## src/rtl/uart_rx_frame_ctrl.sv

```systemverilog
`default_nettype none
// ============================================================================
// Module      : uart_rx_frame_ctrl
// Description : Frame controller behind the UART byte receiver. Parses
//               55 A5 ADDR LEN D0..D(LEN-1) [CSUM], buffers the payload and
//               replays it as consecutive register-bus writes. A write to
//               address 0xFF with a legal value (0..4) retunes Baud_Set.
// Options     : UART_FRAME_CSUM_EN - when defined, a trailing checksum byte
//               (ADDR+LEN+sum(D) mod 256) is expected and checked.
// Revision    : 1.0 - initial release
// ============================================================================
module uart_rx_frame_ctrl #(
  parameter int MAX_LEN     = 8,
  parameter int TIMEOUT_CYC = 1000000
) (
  input  logic       Clk,
  input  logic       Reset_n,
  input  logic [7:0] Rx_Data,
  input  logic       Rx_Done,
  output logic       Wr_En,
  output logic [7:0] Wr_Addr,
  output logic [7:0] Wr_Data,
  output logic [2:0] Baud_Set,
  output logic       Busy,
  output logic       Frame_Ok,
  output logic       Frame_Err
);

  // idx/len must hold 0..MAX_LEN; the buffer only needs 0..MAX_LEN-1
  localparam int IW        = $clog2(MAX_LEN + 1);
  localparam int AW        = (MAX_LEN > 1) ? $clog2(MAX_LEN) : 1;
  localparam int BUF_DEPTH = 1 << AW;
  localparam int TW        = (TIMEOUT_CYC > 1) ? $clog2(TIMEOUT_CYC) : 1;

  localparam logic [7:0]    SYNC1     = 8'h55;
  localparam logic [7:0]    SYNC2     = 8'hA5;
  localparam logic [7:0]    BAUD_ADDR = 8'hFF;
  localparam logic [2:0]    BAUD_MAX  = 3'd4;
  localparam logic [TW-1:0] TMO_LAST  = TW'(TIMEOUT_CYC - 1);

  typedef enum logic [2:0] {
    ST_IDLE   = 3'd0,
    ST_HDR2   = 3'd1,
    ST_ADDR   = 3'd2,
    ST_LEN    = 3'd3,
    ST_DATA   = 3'd4,
    ST_COMMIT = 3'd5
`ifdef UART_FRAME_CSUM_EN
    ,
    ST_CSUM   = 3'd6
`endif
  } state_t;

  state_t         state;
  state_t         next_state;

  logic [7:0]     addr_q;
  logic [IW-1:0]  len_q;
  logic [IW-1:0]  idx;
  logic [IW-1:0]  last_idx;
  logic [7:0]     buf_mem [BUF_DEPTH];
  logic [TW-1:0]  tmo_cnt;
`ifdef UART_FRAME_CSUM_EN
  logic [7:0]     csum;
`endif

  logic           counting;
  logic           tmo_hit;
  logic           issue;
  logic [IW-1:0]  issue_idx;
  logic [7:0]     issue_data;
  logic           frame_done;
  logic           drop;

  assign last_idx = len_q - IW'(1);
  assign counting = (state != ST_IDLE) && (state != ST_COMMIT);
  assign tmo_hit  = counting && !Rx_Done && (tmo_cnt == TMO_LAST);

  // State register
  always_ff @(posedge Clk or negedge Reset_n) begin
    if (!Reset_n) state <= ST_IDLE;
    else          state <= next_state;
  end

  // Next-state decode; also decides which buffered byte is written next.
  // A write is issued one cycle before it appears on the bus, so the first
  // write is issued on the cycle that accepts the last frame byte.
  always_comb begin
    next_state = state;
    issue      = 1'b0;
    issue_idx  = '0;
    frame_done = 1'b0;
    drop       = 1'b0;
    case (state)
      ST_IDLE: begin
        if (Rx_Done && (Rx_Data == SYNC1)) next_state = ST_HDR2;
      end
      ST_HDR2: begin
        if (Rx_Done) begin
          if (Rx_Data == SYNC2)      next_state = ST_ADDR;
          else if (Rx_Data == SYNC1) next_state = ST_HDR2;
          else                       next_state = ST_IDLE;
        end
      end
      ST_ADDR: begin
        if (Rx_Done) next_state = ST_LEN;
      end
      ST_LEN: begin
        if (Rx_Done) begin
          if ((Rx_Data == 8'd0) || (Rx_Data > 8'(MAX_LEN))) begin
            drop       = 1'b1;
            next_state = ST_IDLE;
          end else begin
            next_state = ST_DATA;
          end
        end
      end
      ST_DATA: begin
        if (Rx_Done && (idx == last_idx)) begin
`ifdef UART_FRAME_CSUM_EN
          next_state = ST_CSUM;
`else
          next_state = ST_COMMIT;
          issue      = 1'b1;
          frame_done = (len_q == IW'(1));
`endif
        end
      end
`ifdef UART_FRAME_CSUM_EN
      ST_CSUM: begin
        if (Rx_Done) begin
          if (Rx_Data == csum) begin
            next_state = ST_COMMIT;
            issue      = 1'b1;
            frame_done = (len_q == IW'(1));
          end else begin
            drop       = 1'b1;
            next_state = ST_IDLE;
          end
        end
      end
`endif
      ST_COMMIT: begin
        if (idx < len_q) begin
          issue      = 1'b1;
          issue_idx  = idx;
          frame_done = (idx == last_idx);
        end else begin
          next_state = ST_IDLE;
        end
      end
      default: next_state = ST_IDLE;
    endcase
    // Inter-byte timeout abandons the frame; a byte arriving on the expiry
    // cycle masks tmo_hit, so the byte wins.
    if (tmo_hit) begin
      drop       = 1'b1;
      next_state = ST_IDLE;
    end
  end

  // Data for the issued write; a single-byte payload is written straight
  // from Rx_Data because it lands in the buffer on the same edge.
  always_comb begin
    issue_data = buf_mem[issue_idx[AW-1:0]];
    if ((state == ST_DATA) && (idx == '0)) issue_data = Rx_Data;
  end

  // Frame bookkeeping: address, length, payload buffer, index, checksum
  always_ff @(posedge Clk or negedge Reset_n) begin
    if (!Reset_n) begin
      addr_q <= '0;
      len_q  <= '0;
      idx    <= '0;
      for (int i = 0; i < BUF_DEPTH; i++) buf_mem[i] <= '0;
`ifdef UART_FRAME_CSUM_EN
      csum   <= '0;
`endif
    end else begin
      if ((state == ST_ADDR) && Rx_Done) addr_q <= Rx_Data;
      if ((state == ST_LEN) && Rx_Done) begin
        len_q <= Rx_Data[IW-1:0];
        idx   <= '0;
      end
      if ((state == ST_DATA) && Rx_Done) buf_mem[idx[AW-1:0]] <= Rx_Data;
      if (issue)                              idx <= issue_idx + IW'(1);
      else if ((state == ST_DATA) && Rx_Done) idx <= idx + IW'(1);
`ifdef UART_FRAME_CSUM_EN
      if (Rx_Done) begin
        if (state == ST_ADDR)                           csum <= Rx_Data;
        else if ((state == ST_LEN) || (state == ST_DATA)) csum <= csum + Rx_Data;
      end
`endif
    end
  end

  // Inter-byte idle counter, active only while a frame is being received
  always_ff @(posedge Clk or negedge Reset_n) begin
    if (!Reset_n)                          tmo_cnt <= '0;
    else if (!counting || Rx_Done || tmo_hit) tmo_cnt <= '0;
    else                                   tmo_cnt <= tmo_cnt + TW'(1);
  end

  // Registered bus outputs, status pulses and baud select
  always_ff @(posedge Clk or negedge Reset_n) begin
    if (!Reset_n) begin
      Wr_En     <= 1'b0;
      Wr_Addr   <= '0;
      Wr_Data   <= '0;
      Baud_Set  <= 3'd0;
      Busy      <= 1'b0;
      Frame_Ok  <= 1'b0;
      Frame_Err <= 1'b0;
    end else begin
      Wr_En     <= issue;
      Frame_Ok  <= frame_done;
      Frame_Err <= drop;
      Busy      <= (next_state != ST_IDLE);
      if (issue) begin
        Wr_Addr <= addr_q + 8'(issue_idx);
        Wr_Data <= issue_data;
      end
      if (Wr_En && (Wr_Addr == BAUD_ADDR) && (Wr_Data[7:3] == 5'd0) &&
          (Wr_Data[2:0] <= BAUD_MAX))
        Baud_Set <= Wr_Data[2:0];
    end
  end

endmodule
`default_nettype wire

```

## config.mk

```make
export PLATFORM = sky130hd
export DESIGN_NAME = uart_rx_frame_ctrl
export DESIGN_NICKNAME = d
export VERILOG_FILES = /design/src/rtl/uart_rx_frame_ctrl.sv
export SDC_FILE = /design/constraint.sdc
export NUM_CORES = 1
export LEC_CHECK = 0
export ABC_AREA = 0
export CAP_MARGIN = 10
export CORE_AREA = 3 3 119 121
export DETAILED_ROUTE_END_ITERATION = 16
export DIE_AREA = 0 0 122 124
export GPL_ROUTABILITY_DRIVEN = 0
export PLACE_DENSITY = 0.78
export SYNTH_ARGS = -nofsm -noshare
export SYNTH_HDL_FRONTEND = slang
export SYNTH_SLANG_ARGS = --single-unit
```

## constraint.sdc

```tcl
create_clock -name Clk -period 3.3 [get_ports Clk]
set_clock_uncertainty 0.15 [all_clocks]
set_input_delay 0.66 -clock Clk [delete_from_list [all_inputs] [get_ports Clk]]
set_output_delay 0.66 -clock Clk [all_outputs]
set_load 0.01 [all_outputs]
```

---- Word-level counts from Yosys, hierarchy flattened ----
Index checks and enable logic that the tools add are counted.
W data, S select, Z words.
cells by class
  magnitude comparators ................... 6
  div/mod/pow operators ................... 0
  shift-type cells ........................ 0
  equal/unequal tests ..................... 12
  $mul .................................... 0
  multiplexer cells ....................... 34
  add/subtract/negate cells ............... 5
  bitwise logic cells ..................... 2
  reductions and logical operators ........ 25
operators with widths
  kind                     count
  $bwmux W64               1
  $mux W8                  4
  $bmux W8 S3              1
  $demux W8 S3             1
  $mux W3                  8
  $add A20 B1 Y20 const B  1
  $eq A20 B20 Y1 const B   1
  $mux W20                 1
  $mux W4                  5
  $pmux W3 S6              1
  $eq A8 B8 Y1 const B     2
  $logic_and A1 B1 Y1      13
  $mux W1                  9
  $reduce_bool A3 Y1       3
  $add A4 B1 Y4 const B    2
  $add A8 B4 Y8            1
  $eq A8 B7 Y1 const B     1
  $ge A4 B4 Y1 const B     2
  $gt A8 B4 Y1 const B     1
  $logic_not A8 Y1         1
  $not A3 Y4               2
  $eq A3 B2 Y1 const B     2
  $eq A3 B3 Y1 const B     2
  $logic_not A5 Y1         1
  other kinds (14)         18
storage, ports and cells
  logic and storage cells ................. 104
  bits in registers ....................... 126
  input port bits ......................... 11
  ROM bits ................................ 0
  output and inout bits ................... 23
  bits in latches ......................... 0
  bits in writable memories ............... 0
  memories ................................ 0

---- Longest topological paths before layout ----
  depth after elaboration ................. 8
  gate-level depth with buffers ........... 14
  depth with buffers taken out ............ 12

---- Least setup slack after synthesis ----
OpenSTA, ideal clock, no wires.
  path kind ............................... reg-to-reg
  start ................................... register idx[0]
  end ..................................... register Wr_Addr[6]
  slack ................................... 0.101 ns
  period minus slack after synthesis ...... 3.199 ns
  stages on the path, launching flop included .. 15
  library setup time ...................... 0.126 ns
  arrival time ............................ 2.924 ns
  data required time ...................... 3.024 ns
  path buffers ............................ 2
  path through ............................ dfrtp_1 -> buf_2 -> buf_2 -> clkinv_1 -> ha_1 -> nor2b_1 -> o31ai_2 -> and3_1 -> ha_1 -> fa_1 -> a21o_1 -> a21oi_1 -> nor2_1 -> xnor2_1 -> a21oi_1
between the ends
  longest elaborated chain between the ends .. 4
  elaborated cells on any way between the ends .. 9
  classes of those cells .................. add/sub (1); order compare (1); eq/ne (1); mux (5); reduce/logical (1)
ends and longest elaborated chain
  what                                            line      RTL
  start, declared                                 59        logic [IW-1:0] idx;
  start signal, assigned                          186       if (issue) idx <= issue_idx + IW'(1);
  start signal, assigned                          187       else if ((state == ST_DATA) && Rx_Done) idx <= idx + IW'(1);
  $lt A4 B4 Y1 or $eq A4 B4 Y1 (tied branches)    144, 119
  $mux W4 or $logic_and A1 B1 Y1 (tied branches)  144, 119
  $mux W4 or $mux W1 (tied branches)              94, 119
  $add A8 B4 Y8 or $pmux W1 S2 (tied branches)    220, 94
  end signal, assigned                            220       Wr_Addr <= addr_q + 8'(issue_idx);
  end, declared                                   21        output logic [7:0] Wr_Addr,
Parallel ways exist; a longest one is shown, timed or not.
A chain may end at the register's enable or synchronous reset.

---- Final worst setup path ----
  start ................................... register len_q[1]
  end ..................................... register Wr_Addr[7]
between the ends
  longest elaborated chain between the ends .. 5
  elaborated cells on any way between the ends .. 10
  classes of those cells .................. add/sub (2); order compare (1); eq/ne (1); mux (5); reduce/logical (1)
ends and longest elaborated chain
  what                                                                   line  RTL
  start, declared                                                        58    logic [IW-1:0] len_q;
  start signal, assigned                                                 182   len_q <= Rx_Data[IW-1:0];
  parallel branches: the longest is 5 deep, another holds $add A8 B4 Y8  -
Several ways; the timed one is not identified.

==> impl_metrics.tcl <==
set metrics [dict create \
    grt_pass1_wl_microns 23700 \
    period_share_pct 93.5 \
    p_sw_share_pct 19.9 \
    netlist.area_leader.share_pct 50.2 \
    p_leak_nw 3.36 \
    worst_pin_slew_ns 0.667 \
    worstReg2RegEnd "Wr_Addr[7]" \
    ctsResizeCount 0 \
    finalHoldViolCount 0 \
    drv_slew 0 \
    syn-cell-area_sq_mm 0.00628 \
    max_freq_mhz 324 \
    num_io_pins 34 \
    internal-power_mw 3.07 \
    synth_area_leaders "dfrtp_1 50%, mux2_2 14%, nor2_1 3.2%" \
    syn-num-nets 566 \
    setup_viol 0 \
    async_flop_share_pct 100 \
    num_vias 4396 \
    drt-initial-drc-count 512 \
    insertion_delay_ns 0.42 \
    grt_max_degree 68 \
    worstPathMaxFanout 6 \
    seqPwrFrac_pct 41.3 \
    seq_area_frac_synth_pct 50.2 \
    clkTransAtPathRegs_ns 0.06 \
    die_h_microns 124 \
    endpoint_kind "flip-flop" \
    yosys.area.top_type "dfrtp_1" \
    rrSetupSlack_ns 0.21 \
    firstDrtPassIters 5 \
    stdcell_area_sq_mm 0.00749 \
    synth-edff-count 0 \
    grt_setup_unrepaired "no" \
    min_path_type "in -> async" \
    nFillCells 1027 \
    arrival_ns 3.23 \
    avgRoutedWirePerCell_microns 18.9 \
    r2r-start "len_q[1]" \
    h-tree-depth 4 \
    status "completed" \
    power.switching_mw 0.760 \
    placed_area_sq_mm 0.00682 \
    p_per_area_mw_per_mm2 511 \
    cap_viol_max_count 0 \
    clkSinkCount 126 \
    avgSynthCellArea_sq_um 11.6 \
    min_period_ns 3.09 \
    root_buffer "clkbuf_16" \
    power_frac_comb_pct 3.5 \
    worst_hold_slack_ns 0.0106 \
    port-buffer-count 33 \
    grt_use_total_pct 20.4 \
    antenna_found_initial 0 \
    grt_overflow 0 \
    ant_nets 0 \
    drcViolationCount 0 \
    fp.dieW_microns 122 \
    clockBufferDepth 2 \
    grt_pass1_vias 4491 \
    drive_gt1_share_pct 25.2 \
    p_clk_share_pct 55.2 \
    synth-main-ff-cell "dfrtp_1" \
    rows 42 \
    fp.coreArea_sq_mm 0.0132 \
    required_ns 3.45 \
    design.die.area_sq_mm 0.0151 \
    finalSetupTns_ns 0 \
    path_class "reg -> reg" \
    cts_made_buffers 17 \
    area_growth_syn_to_layout_pct 19.2 \
    power_mw 3.83 \
    r2r_cells 12 \
    ys_warn_count 0 \
    finalWirelength_microns 14500 \
    ys_types 51 \
    worstSetupStartpointType "flip-flop" \
    synth_seq_cells 126 \
    maxSlewHeadroom_pct 55.6 \
    holdBufCountCts 0 \
    initial_utilization_pct 47.6 \
    nets 605 \
    postCtsSetupBuffers 0 \
    cts_tree "yes" \
    yosysMostFrequentCell "dfrtp_1" \
    antenna_cells 0 \
    route.detailed.vias_per_inst 5.73 \
    synth_top_cells_by_count "126 x dfrtp_1, 78 x mux2_2, 54 x nor2_1" \
    dp_hpwl_microns 9570 \
    ir_worst_vdd_mv 0.309 \
    syn_inst 540 \
]
-- worst max-delay path, cell delays in order (launching register included) --
cell	delay [ns]
dfrtp_1	0.38
inv_1	0.13
ha_1	0.25
nor2b_1	0.14
o31ai_2	0.47
and3_1	0.33
ha_1	0.26
a21o_1	0.18
a211oi_1	0.23
nor2_1	0.10
nand3_1	0.11
xor2_1	0.15
a21oi_1	0.08
-- final cells by class --
type | instances | area (sq um) | area share [%]
Tap cell | 176 | 220 | 2.94
Inverter | 9 | 33.8 | 0.451
Clock inverter | 11 | 213 | 2.84
Timing Repair Buffer | 53 | 490 | 6.55
Multi-Input combinational cell | 372 | 2930 | 39.0
Clock buffer | 20 | 457 | 6.10
Sequential cell | 126 | 3150 | 42.1
-- metal layers --
metal / up-vias / wire [microns] / part of all wire (%) / global-route usage [%]
li1: 2005 / - / - / -
met1: 2242 / 6370 / 44 / 26.7
met2: 127 / 7130 / 49 / 33.1
met3: 22 / 736 / 5.1 / 5.72
met4: 0 / 242 / 1.7 / 6.30
met5: - / 0 / 0 / 0
-- power by group through the flow --
stage          sequential, mW  clock, mW  combinational, mW
2_1_floorplan            1.60          0             0.0567
3_3_place_gp             1.60          0              0.132
3_5_place_dp             1.61          0              0.136
4_1_cts                  1.58       2.14              0.137
5_1_grt                  1.58       2.22              0.148
6_report                 1.58       2.11              0.135
-- layout by cell type, fill, tap and decap left out, types with 9 or more instances in the layout --
master | synthesis | final
nor3_1 | 9 | 9
dfrtp_1 | 126 | 126
nor2_1 | 54 | 54
o21ai_0 | 18 | 18
nand2_1 | 25 | 25
mux2i_1 | 9 | 9
a21oi_1 | 19 | 19
nand3_1 | 18 | 18
xnor2_1 | 14 | 14
clkdlybuf4s50_1 | 0 | 32
ha_1 | 14 | 14
a31oi_1 | 10 | 10
clkbuf_16 | 0 | 17
xor2_1 | 18 | 18
buf_4 | 5 | 20
mux2_2 | 78 | 78
-- through the flow --
step	worst slack (ns)	cells	util, %
final	0.214	767	56.8
after global routing	0.110	767	56.8
after CTS	0.285	767	56.8
after detailed placement	0.328	736	51.7
after global placement	0.361	736	51.7
after floorplan	0.101	540	-
-- cell families (layout without fill, tap and decap cells) --
family	count (synthesis)	after routing	synth area share (%)
AO/OA/AOI/OAI	70	70	6.79
XOR/XNOR	32	32	4.46
adder cells (fa/ha/maj)	15	15	3.11
multiplexers	95	95	18.3
AND/OR/NAND/NOR	160	160	13.9
buffers and inverters	42	93	3.28
flip-flops	126	126	50.2
-- flip-flops by register name, summed over array words and instances, names as in the netlist --
signal     count
Baud_Set       3
Busy           1
Frame_Err      1
Frame_Ok       1
Wr_Addr        8
Wr_Data        8
Wr_En          1
addr_q         8
buf_mem       64
idx            4
len_q          4
state          3
tmo_cnt       20
-- how the worst max path moves through the flow --
stage,from,to,slack [ns],cells after the start
floorplan,idx[0],Wr_Addr[6],0.10,14
global placement,Rx_Done,buf_mem[33],0.36,5
detailed placement,Rx_Done,buf_mem[42],0.33,5
CTS,len_q[1],Wr_Addr[7],0.29,12
global route,len_q[1],Wr_Addr[7],0.11,12
finish,len_q[1],Wr_Addr[7],0.21,12
Note: power is estimated with default switching activity, not from simulation.
